## src/rtl/db4_pkg.sv

```systemverilog
// db4_pkg -- shared constants, FSM state type and output scaling for the
// DB4 2x polyphase synthesis interpolator.
//   XW/AW/YW    : sample, accumulator and output widths
//   C0..C3      : polyphase taps (G0 = C0*x[n] + C2*x[n-1],
//                                 G1 = C1*x[n] + C3*x[n-1])
//   db4_state_e : interpolator FSM states
//   db4_scale   : accumulator -> output scaling
// Build option: define DB4I_ROUND_EN to round half up instead of flooring.
package db4_pkg;

  localparam int XW = 8;
  localparam int AW = 17;
  localparam int YW = 9;

  localparam int C0 = 124;
  localparam int C1 = 214;
  localparam int C2 = 57;
  localparam int C3 = -33;

  typedef enum logic [1:0] {
    S_IDLE = 2'd0,
    S_EVEN = 2'd1,
    S_ODD  = 2'd2
  } db4_state_e;

  // Keep the top YW bits of the accumulator (arithmetic shift right by 8).
  // |acc| stays below 2^15 for any 8-bit input pair, so the +128 bias
  // cannot overflow AW bits.
  function automatic logic signed [YW-1:0] db4_scale(input logic signed [AW-1:0] acc);
    logic signed [AW-1:0] t;
`ifdef DB4I_ROUND_EN
    t = acc + AW'(128);
`else
    t = acc;
`endif
    return t[AW-1:AW-YW];
  endfunction

endpackage

```

## src/rtl/db4_rag.sv

```systemverilog
// db4_rag -- combinational shift/add product generator for one delay-line
// tap of the DB4 interpolator.
//   x    : signed XW-bit sample
//   p124 : 124*x   p214 : 214*x   p57 : 57*x   p33 : 33*x  (signed AW-bit)
// Build option: none (DB4I_ROUND_EN is handled in db4_pkg::db4_scale).
module db4_rag
  import db4_pkg::*;
(
  input  logic signed [XW-1:0] x,
  output logic signed [AW-1:0] p124,
  output logic signed [AW-1:0] p214,
  output logic signed [AW-1:0] p57,
  output logic signed [AW-1:0] p33
);

  logic signed [AW-1:0] xe;

  assign xe = {{(AW-XW){x[XW-1]}}, x};

  // 124 = 128 - 4
  assign p124 = (xe <<< 7) - (xe <<< 2);
  // 214 = 256 - 32 - 8 - 2
  assign p214 = (xe <<< 8) - (xe <<< 5) - (xe <<< 3) - (xe <<< 1);
  // 57 = 64 - 8 + 1
  assign p57  = (xe <<< 6) - (xe <<< 3) + xe;
  // 33 = 32 + 1
  assign p33  = (xe <<< 5) + xe;

endmodule

```

## src/rtl/db4_interp.sv

```systemverilog
// db4_interp -- 2x polyphase DB4 synthesis interpolator.
//   clk     : clock, all state on the rising edge
//   reset_n : asynchronous active-low reset
//   x_in    : signed 8-bit coarse-rate sample, x_valid qualifies it
//   x_ready : sample accepted when x_valid && x_ready at a rising edge
//   y_out   : signed 9-bit full-rate output, y_valid qualifies it
//   y_phase : 0 = G0 (even) output, 1 = G1 (odd) output
// Build option: DB4I_ROUND_EN selects round-half-up output scaling.
module db4_interp
  import db4_pkg::*;
(
  input  logic                 clk,
  input  logic                 reset_n,
  input  logic signed [XW-1:0] x_in,
  input  logic                 x_valid,
  output logic                 x_ready,
  output logic signed [YW-1:0] y_out,
  output logic                 y_valid,
  output logic                 y_phase
);

  db4_state_e           state;
  logic signed [XW-1:0] x_cur;
  logic signed [XW-1:0] x_prev;
  logic signed [AW-1:0] cur_124, cur_214, cur_57, cur_33;
  logic signed [AW-1:0] prv_124, prv_214, prv_57, prv_33;
  logic signed [AW-1:0] g0, g1;
  logic                 accept;
  logic                 unused_taps;

  db4_rag u_rag_cur (
    .x    (x_cur),
    .p124 (cur_124),
    .p214 (cur_214),
    .p57  (cur_57),
    .p33  (cur_33)
  );

  db4_rag u_rag_prev (
    .x    (x_prev),
    .p124 (prv_124),
    .p214 (prv_214),
    .p57  (prv_57),
    .p33  (prv_33)
  );

  // Each tap only needs two of its four products.
  assign unused_taps = ^{cur_57, cur_33, prv_124, prv_214};

  assign g0 = cur_124 + prv_57;
  assign g1 = cur_214 - prv_33;

  assign x_ready = reset_n && (state != S_EVEN);
  assign accept  = x_valid && x_ready;

  // G1 is computed from the registered taps, so a sample accepted in S_ODD
  // only reaches the products one cycle later.
  always_ff @(posedge clk or negedge reset_n) begin
    if (!reset_n) begin
      state   <= S_IDLE;
      x_cur   <= '0;
      x_prev  <= '0;
      y_out   <= '0;
      y_valid <= 1'b0;
      y_phase <= 1'b0;
    end else begin
      if (accept) begin
        x_cur  <= x_in;
        x_prev <= x_cur;
      end
      case (state)
        S_IDLE: begin
          y_valid <= 1'b0;
          if (accept) state <= S_EVEN;
        end
        S_EVEN: begin
          y_out   <= db4_scale(g0);
          y_valid <= 1'b1;
          y_phase <= 1'b0;
          state   <= S_ODD;
        end
        S_ODD: begin
          y_out   <= db4_scale(g1);
          y_valid <= 1'b1;
          y_phase <= 1'b1;
          state   <= accept ? S_EVEN : S_IDLE;
        end
        default: begin
          y_valid <= 1'b0;
          state   <= S_IDLE;
        end
      endcase
    end
  end

endmodule

```

## config.mk

```make
export PLATFORM = sky130hd
export DESIGN_NAME = db4_interp
export DESIGN_NICKNAME = d
export VERILOG_FILES = /design/src/rtl/db4_pkg.sv /design/src/rtl/db4_rag.sv /design/src/rtl/db4_interp.sv
export SDC_FILE = /design/constraint.sdc
export NUM_CORES = 1
export LEC_CHECK = 0
export ABC_AREA = 1
export CAP_MARGIN = 10
export CORE_ASPECT_RATIO = 1.75
export CORE_UTILIZATION = 40
export CTS_CLUSTER_DIAMETER = 60
export DETAILED_ROUTE_END_ITERATION = 6
export GPL_ROUTABILITY_DRIVEN = 0
export GPL_TIMING_DRIVEN = 0
export MAX_ROUTING_LAYER = met4
export PLACE_DENSITY_LB_ADDON = 0.3
export RECOVER_POWER = 100
export SLEW_MARGIN = 20
export SYNTH_ARGS = -nofsm -noshare
export SYNTH_HDL_FRONTEND = slang
export SYNTH_HIERARCHICAL = 1
export SYNTH_SLANG_ARGS = --single-unit
```

## constraint.sdc

```tcl
create_clock -name clk -period 9.3 [get_ports clk]
set_input_delay 1.395 -clock clk [delete_from_list [all_inputs] [get_ports clk]]
set_output_delay 1.395 -clock clk [all_outputs]
set_load 0.05 [all_outputs]
```

==> results of run 1 <==
## metal layers
layer,track usage,part of all wire,vias to the layer above
met2,0.4308,0.53,146
met1,0.2304,0.36,2805
met3,0.02374,0.029,84
li1,-,-,3186
met4,0.1778,0.078,0
met5,-,0,-
## final cells by class
type | count | area, um2 | share of cell area
clock inverter | 1 | 5.005 | 0.0007357
inverter | 187 | 704.4 | 0.1035
tap | 183 | 229.0 | 0.03366
multi-input combinational | 753 | 4521 | 0.6645
timing repair buffer | 23 | 217.7 | 0.03200
buffer | 34 | 247.7 | 0.03642
clock buffer | 7 | 152.6 | 0.02244
sequential | 29 | 725.7 | 0.1067
## critical path, cell delays in order
cell and delay (ns):
sky130_fd_sc_hd__clkbuf_1 0.18, sky130_fd_sc_hd__clkbuf_1 1.26, sky130_fd_sc_hd__inv_1 0.09, sky130_fd_sc_hd__nor2_1 0.18, sky130_fd_sc_hd__dlygate4sd3_1 0.89
## registers in the layout (all words and copies together) (netlist names)
signal   count
x_prev       8
state        2
y_out        9
y_phase      1
x_cur        8
y_valid      1
## stage by stage
stage                 util  cell area [um2]  hold WS (ns)  cells  setup WS (ns)
floorplan                -             6213        0.5464   1003          5.423
global placement    0.4446             6663        0.4570   1208          3.859
detailed placement  0.4456             6678        0.4585   1209          4.789
CTS                 0.4561             6835        0.4723   1217          4.772
global route        0.4540             6803        0.5137   1217          3.567
finish              0.4540             6803        0.4630   1217          3.895
## final timing paths
check | startpoint | to | slack [ns] | cells past startpoint
max | reset_n | x_ready | 3.90 | 5
min in group asynchronous | reset_n | x_cur[5] | 0.93 | 1
min reg2reg | y_phase | y_phase | 0.46 | 2
min | y_phase | y_phase | 0.46 | 2
max in group asynchronous | reset_n | y_out[5] | 6.51 | 2
max reg2reg | x_cur[7] | y_out[5] | 4.65 | 22
==> run_summary.xml, run 1 <==
<?xml version="1.0" encoding="UTF-8"?>
<metrics>
  <group name="grt">
    <metric name="global_route.usage.total" unit="">0.2415</metric>
    <metric name="antenna_found_initial" unit="">0</metric>
    <metric name="grt_max_degree" unit="">28</metric>
    <metric name="global_route_wire_length_before_repair" unit="um">28950</metric>
    <metric name="vias_in_the_first_global_route" unit="">6314</metric>
    <metric name="grt_overflow" unit="">0</metric>
  </group>
  <group name="final_layout">
    <metric name="antennaDiodeCount" unit="">0</metric>
    <metric name="synthToLayoutAreaGrowth" unit="%">9.617</metric>
    <metric name="final_common_cell" unit="">sky130_fd_sc_hd__nand2_1</metric>
    <metric name="fillerInstances" unit="">1652</metric>
    <metric name="final_layout_size_suffix_gt1_frac" unit="">0.06286</metric>
    <metric name="leading_cell_types_in_the_layout_fill_and_taps_excluded" unit="">300 x sky130_fd_sc_hd__nand2_1, 178 x sky130_fd_sc_hd__inv_1, 100 x sky130_fd_sc_hd__ha_1</metric>
    <metric name="layout.nets" unit="">1159</metric>
  </group>
  <group name="setup_path">
    <metric name="worst-setup-path-type" unit="">primary input to output pin</metric>
    <metric name="timing.critical_path.fanout_max" unit="">27</metric>
    <metric name="timing.critical_path.arrival" unit="ns">4.01</metric>
    <metric name="worstSetupEndpointType" unit="">output pin</metric>
    <metric name="cp-start-kind" unit="">primary input</metric>
    <metric name="worst-endpoint-required" unit="ns">7.91</metric>
  </group>
  <group name="drt">
    <metric name="drt_pass1_iterations" unit="">5</metric>
    <metric name="drt_first_iter_violations" unit="">267</metric>
    <metric name="avgViaCountPerCell" unit="">5.112</metric>
    <metric name="routedWlPerCell" unit="um">14.15</metric>
    <metric name="antenna_violating_nets_post_route" unit="">0</metric>
    <metric name="vias" unit="">6221</metric>
    <metric name="drc" unit="">0</metric>
    <metric name="routed_wirelength" unit="um">17220</metric>
  </group>
  <group name="clock_network">
    <metric name="clock_path_buffers" unit="">2</metric>
    <metric name="clk_pin_slew" unit="ns">0.05</metric>
    <metric name="clock_latency" unit="ns">0.28</metric>
    <metric name="h-tree-depth" unit="">2</metric>
    <metric name="tritoncts.num_buffers" unit="">5</metric>
    <metric name="cts_resized" unit="">0</metric>
    <metric name="root_buffer" unit="">sky130_fd_sc_hd__clkbuf_16</metric>
    <metric name="clock_tree_from_tritoncts" unit="">yes</metric>
    <metric name="cts-hold-fix-buffers" unit="">0</metric>
    <metric name="clkSinkCount" unit="">29</metric>
    <metric name="postCtsSetupRepairBufs" unit="">0</metric>
  </group>
  <group name="sta">
    <metric name="timing_worst_slew_pin_value" unit="ns">1.708</metric>
    <metric name="final_min_period_over_clock_period" unit="">0.5811</metric>
    <metric name="slew_viol_final" unit="">28</metric>
    <metric name="hold_viol_final" unit="">0</metric>
    <metric name="finalCriticalPeriod" unit="ns">5.405</metric>
    <metric name="timing.final.setup_violations" unit="">0</metric>
    <metric name="maxSlewHeadroom" unit="">-0.1384</metric>
    <metric name="timing.setup.tns" unit="ns">0</metric>
    <metric name="setup_repair_after_global_routing_missed_its_margin" unit="">false</metric>
    <metric name="clock_skew" unit="ns">0.004737</metric>
    <metric name="max_freq" unit="MHz">185.0</metric>
  </group>
  <group name="place">
    <metric name="detailedPlacementHpwl" unit="um">14510</metric>
    <metric name="io_buffer_count" unit="">22</metric>
  </group>
  <group name="floorplanning">
    <metric name="fp.dieH" unit="um">166.8</metric>
    <metric name="placeableCoreArea" unit="um2">14990</metric>
    <metric name="initial_utilization" unit="">0.4141</metric>
    <metric name="die-area" unit="um2">16040</metric>
    <metric name="die-width" unit="um">96.16</metric>
    <metric name="floorplan.rows" unit="">59</metric>
    <metric name="floorplan.io_pins" unit="">23</metric>
  </group>
  <group name="yosys">
    <metric name="syn_area_per_cell" unit="um2">6.200</metric>
    <metric name="synth_area" unit="um2">6206</metric>
    <metric name="synthesis.instances" unit="">1001</metric>
    <metric name="synth_warnings" unit="">6</metric>
  </group>
  <group name="outcome">
    <metric name="run_status" unit="">complete, but fails checks</metric>
    <metric name="failed_checks" unit="">max-capacitance violations, max-slew violations</metric>
  </group>
  <group name="job">
    <metric name="max_cap_violations" unit="">1</metric>
  </group>
  <group name="min_path">
    <metric name="worstHoldPathType" unit="">register to register</metric>
  </group>
</metrics>
Power of run 1 is not shown: default switching activity piles up to over one toggle a cycle in this logic, so the estimate is an artifact.
==> run 2, diff against run 1 <==
Clock period 9.3 ns to 5.19 ns, I/O delays scaled along.
==> results of run 2 <==
Same layout as run 1 (identical final DEF). Status: complete, but fails checks: max-capacitance violations, max-slew violations.
Among the figures that moved: setup slack after placement 4.789 ns -> 0.6794 ns; clock-pin slew on the worst setup and hold paths 0.05 ns -> 0.06 ns; setup slack after layout 3.895 ns -> 0.5424 ns; hold slack 0.4630 ns -> 0.3139 ns; start point of the critical path reset_n -> x_cur[7]; end point of the critical path x_ready -> y_out[5]; register-to-register setup slack 4.65 ns -> 0.54 ns
Power of run 2 is left out for the same reason.
==> run 3, diff against run 2 <==
Settings changed: HOLD_SLACK_MARGIN from default to 0.1, PLACE_DENSITY from default to 0.57, PLACE_DENSITY_LB_ADDON 0.3 to default.
==> run 3 against run 2 <==
  * The flow still finishes with violations (max-capacitance violations, max-slew violations)
  * Routed wire length rose by 2.0%
  * First-iteration DRC count is 36% lower
  * Flip-flop and latch count is the same
  * Via count down 3.3%
  * Hold slack better by 0.0019 ns
  * Count of clock-buffer cells in the layout did not move
  * Fmax grew 1.6%
  * Non-clock buffer count stayed put
  * Sequential share of layout area unchanged
  * Register-to-register slack better by 0.07 ns
  * Critical endpoint is now y_out[7]
  * Largest cell class unchanged
  * Highest routed layer unchanged
==> run_summary.xml, run 3 (synthesis results as in run 1) <==
<?xml version="1.0" encoding="UTF-8"?>
<metrics>
  <group name="final_layout">
    <metric name="largest_reg_flops" unit="">9</metric>
    <metric name="synthToLayoutAreaGrowth" unit="%">9.617</metric>
    <metric name="final_common_cell" unit="">sky130_fd_sc_hd__nand2_1</metric>
    <metric name="leading_cell_types_in_the_layout_fill_and_taps_excluded" unit="">300 x sky130_fd_sc_hd__nand2_1, 178 x sky130_fd_sc_hd__inv_1, 100 x sky130_fd_sc_hd__ha_1</metric>
    <metric name="stdcell_area" unit="um2">6803</metric>
    <metric name="layout.nets" unit="">1159</metric>
    <metric name="top_regs" unit="">y_out x9, x_cur x8, x_prev x8</metric>
    <metric name="regMostFlops" unit="">y_out</metric>
    <metric name="antennaDiodeCount" unit="">0</metric>
    <metric name="final_layout_size_suffix_gt1_frac" unit="">0.06286</metric>
  </group>
  <group name="grt">
    <metric name="vias_in_the_first_global_route" unit="">6081</metric>
    <metric name="grt_overflow" unit="">0</metric>
    <metric name="antenna_found_initial" unit="">0</metric>
    <metric name="global_route_wire_length_before_repair" unit="um">29210</metric>
    <metric name="global_route.usage.total" unit="">0.2448</metric>
    <metric name="grt_max_degree" unit="">28</metric>
  </group>
  <group name="setup_path">
    <metric name="worstSetupEndpointType" unit="">register</metric>
    <metric name="timing.critical_path.fanout_max" unit="">12</metric>
    <metric name="reg2reg_depth" unit="">22</metric>
    <metric name="worst-r2r-setup-slack" unit="ns">0.61</metric>
    <metric name="cp-start-kind" unit="">register</metric>
    <metric name="worstSetupEndpoint" unit="">y_out[7]</metric>
    <metric name="critPathLaunch" unit="">x_cur[7]</metric>
    <metric name="timing.critical_path.arrival" unit="ns">4.75</metric>
    <metric name="worst-endpoint-required" unit="ns">5.37</metric>
    <metric name="critical_path.reg2reg.startpoint" unit="">x_cur[7]</metric>
    <metric name="reg2reg_end" unit="">y_out[7]</metric>
    <metric name="worst-setup-path-type" unit="">register to register</metric>
  </group>
  <group name="drt">
    <metric name="avgViaCountPerCell" unit="">4.942</metric>
    <metric name="drt_pass1_iterations" unit="">4</metric>
    <metric name="routedWlPerCell" unit="um">14.43</metric>
    <metric name="routed_wirelength" unit="um">17560</metric>
    <metric name="antenna_violating_nets_post_route" unit="">0</metric>
    <metric name="drt_first_iter_violations" unit="">171</metric>
    <metric name="vias" unit="">6014</metric>
    <metric name="drc" unit="">0</metric>
  </group>
  <group name="clock_network">
    <metric name="tritoncts.num_buffers" unit="">5</metric>
    <metric name="h-tree-depth" unit="">2</metric>
    <metric name="cts-hold-fix-buffers" unit="">0</metric>
    <metric name="clock_path_buffers" unit="">2</metric>
    <metric name="clock_tree_from_tritoncts" unit="">yes</metric>
    <metric name="clock_latency" unit="ns">0.28</metric>
    <metric name="clk_pin_slew" unit="ns">0.05</metric>
    <metric name="cts_resized" unit="">0</metric>
    <metric name="clkSinkCount" unit="">29</metric>
    <metric name="root_buffer" unit="">sky130_fd_sc_hd__clkbuf_16</metric>
    <metric name="postCtsSetupRepairBufs" unit="">0</metric>
  </group>
  <group name="sta">
    <metric name="timing_worst_slew_pin_value" unit="ns">1.667</metric>
    <metric name="maxSlewHeadroom" unit="">-0.1115</metric>
    <metric name="clock_skew" unit="ns">0.005587</metric>
    <metric name="setup_repair_after_global_routing_missed_its_margin" unit="">false</metric>
    <metric name="holdWs" unit="ns">0.3159</metric>
    <metric name="timing.final.ws_setup" unit="ns">0.6148</metric>
    <metric name="timing.final.setup_violations" unit="">0</metric>
    <metric name="final_min_period_over_clock_period" unit="">0.8816</metric>
    <metric name="timing.setup.tns" unit="ns">0</metric>
    <metric name="finalCriticalPeriod" unit="ns">4.575</metric>
    <metric name="hold_viol_final" unit="">0</metric>
    <metric name="slew_viol_final" unit="">28</metric>
    <metric name="max_freq" unit="MHz">218.6</metric>
  </group>
  <group name="place">
    <metric name="io_buffer_count" unit="">22</metric>
    <metric name="detailedPlacementHpwl" unit="um">15000</metric>
    <metric name="postPlaceCellArea" unit="um2">6678</metric>
    <metric name="dp_slack" unit="ns">0.6510</metric>
  </group>
  <group name="floorplanning">
    <metric name="floorplan.io_pins" unit="">23</metric>
    <metric name="die-width" unit="um">96.16</metric>
    <metric name="floorplan.rows" unit="">59</metric>
    <metric name="die-area" unit="um2">16040</metric>
    <metric name="placeableCoreArea" unit="um2">14990</metric>
    <metric name="fp.dieH" unit="um">166.8</metric>
    <metric name="initial_utilization" unit="">0.4141</metric>
  </group>
  <group name="min_path">
    <metric name="worstHoldPathType" unit="">primary input to asynchronous set/reset pin</metric>
  </group>
  <group name="job">
    <metric name="max_cap_violations" unit="">1</metric>
  </group>
  <group name="outcome">
    <metric name="run_status" unit="">complete, but fails checks</metric>
    <metric name="failed_checks" unit="">max-capacitance violations, max-slew violations</metric>
  </group>
</metrics>
run 3: cell type report:
cell class	count	area [um2]
Sequential cell	29	725.7
Buffer	34	247.7
Timing Repair Buffer	23	217.7
Clock buffer	7	152.6
Clock inverter	1	5.005
Multi-Input combinational cell	753	4521
Inverter	187	704.4
Tap cell	183	229.0
Fill cell	1681	8183
run 3: critical path: stages, from the launching register on:
cell                       delay (ns)
sky130_fd_sc_hd__dfrtp_1         0.43
sky130_fd_sc_hd__inv_1           0.37
sky130_fd_sc_hd__ha_1            0.39
sky130_fd_sc_hd__clkbuf_1        0.19
sky130_fd_sc_hd__xor2_1          0.19
sky130_fd_sc_hd__fa_1            0.51
sky130_fd_sc_hd__inv_1           0.04
sky130_fd_sc_hd__ha_1            0.37
sky130_fd_sc_hd__nand2_1         0.11
sky130_fd_sc_hd__inv_1           0.05
sky130_fd_sc_hd__a21oi_1         0.27
sky130_fd_sc_hd__nand3_1         0.12
sky130_fd_sc_hd__nand2_1         0.07
sky130_fd_sc_hd__nand2_1         0.07
sky130_fd_sc_hd__ha_1            0.39
sky130_fd_sc_hd__a21oi_1         0.19
sky130_fd_sc_hd__o21ai_0         0.09
sky130_fd_sc_hd__a21oi_1         0.19
sky130_fd_sc_hd__nand3b_1        0.10
sky130_fd_sc_hd__nand3_1         0.12
sky130_fd_sc_hd__nand2_1         0.08
sky130_fd_sc_hd__nand2_1         0.06
sky130_fd_sc_hd__nand2_1         0.05
run 3: stage by stage:
stage          instances  utilization
6_report            1217       0.4540
2_1_floorplan       1003            -
3_5_place_dp        1209       0.4456
3_3_place_gp        1208       0.4446
4_1_cts             1217       0.4561
5_1_grt             1217       0.4540
run 3: worst min path at each step:
stage | startpoint | end | depth (start not counted)
after CTS | reset_n | x_cur[5] | 1
after global routing | reset_n | x_cur[6] | 1
after detailed placement | y_out[6] | y_out[6] | 2
after floorplan | reset_n | state[0] | 0
final | reset_n | x_cur[6] | 1
after global placement | y_phase | y_phase | 2
run 3: layer usage:
| layer | share of wire | track usage |
|---|---|---|
| met1 | 0.40 | 0.2528 |
| met2 | 0.54 | 0.4527 |
| met3 | 0.0098 | 0.01279 |
| met4 | 0.048 | 0.1188 |
| met5 | 0 | - |
Power of run 3 is left out for the same reason.
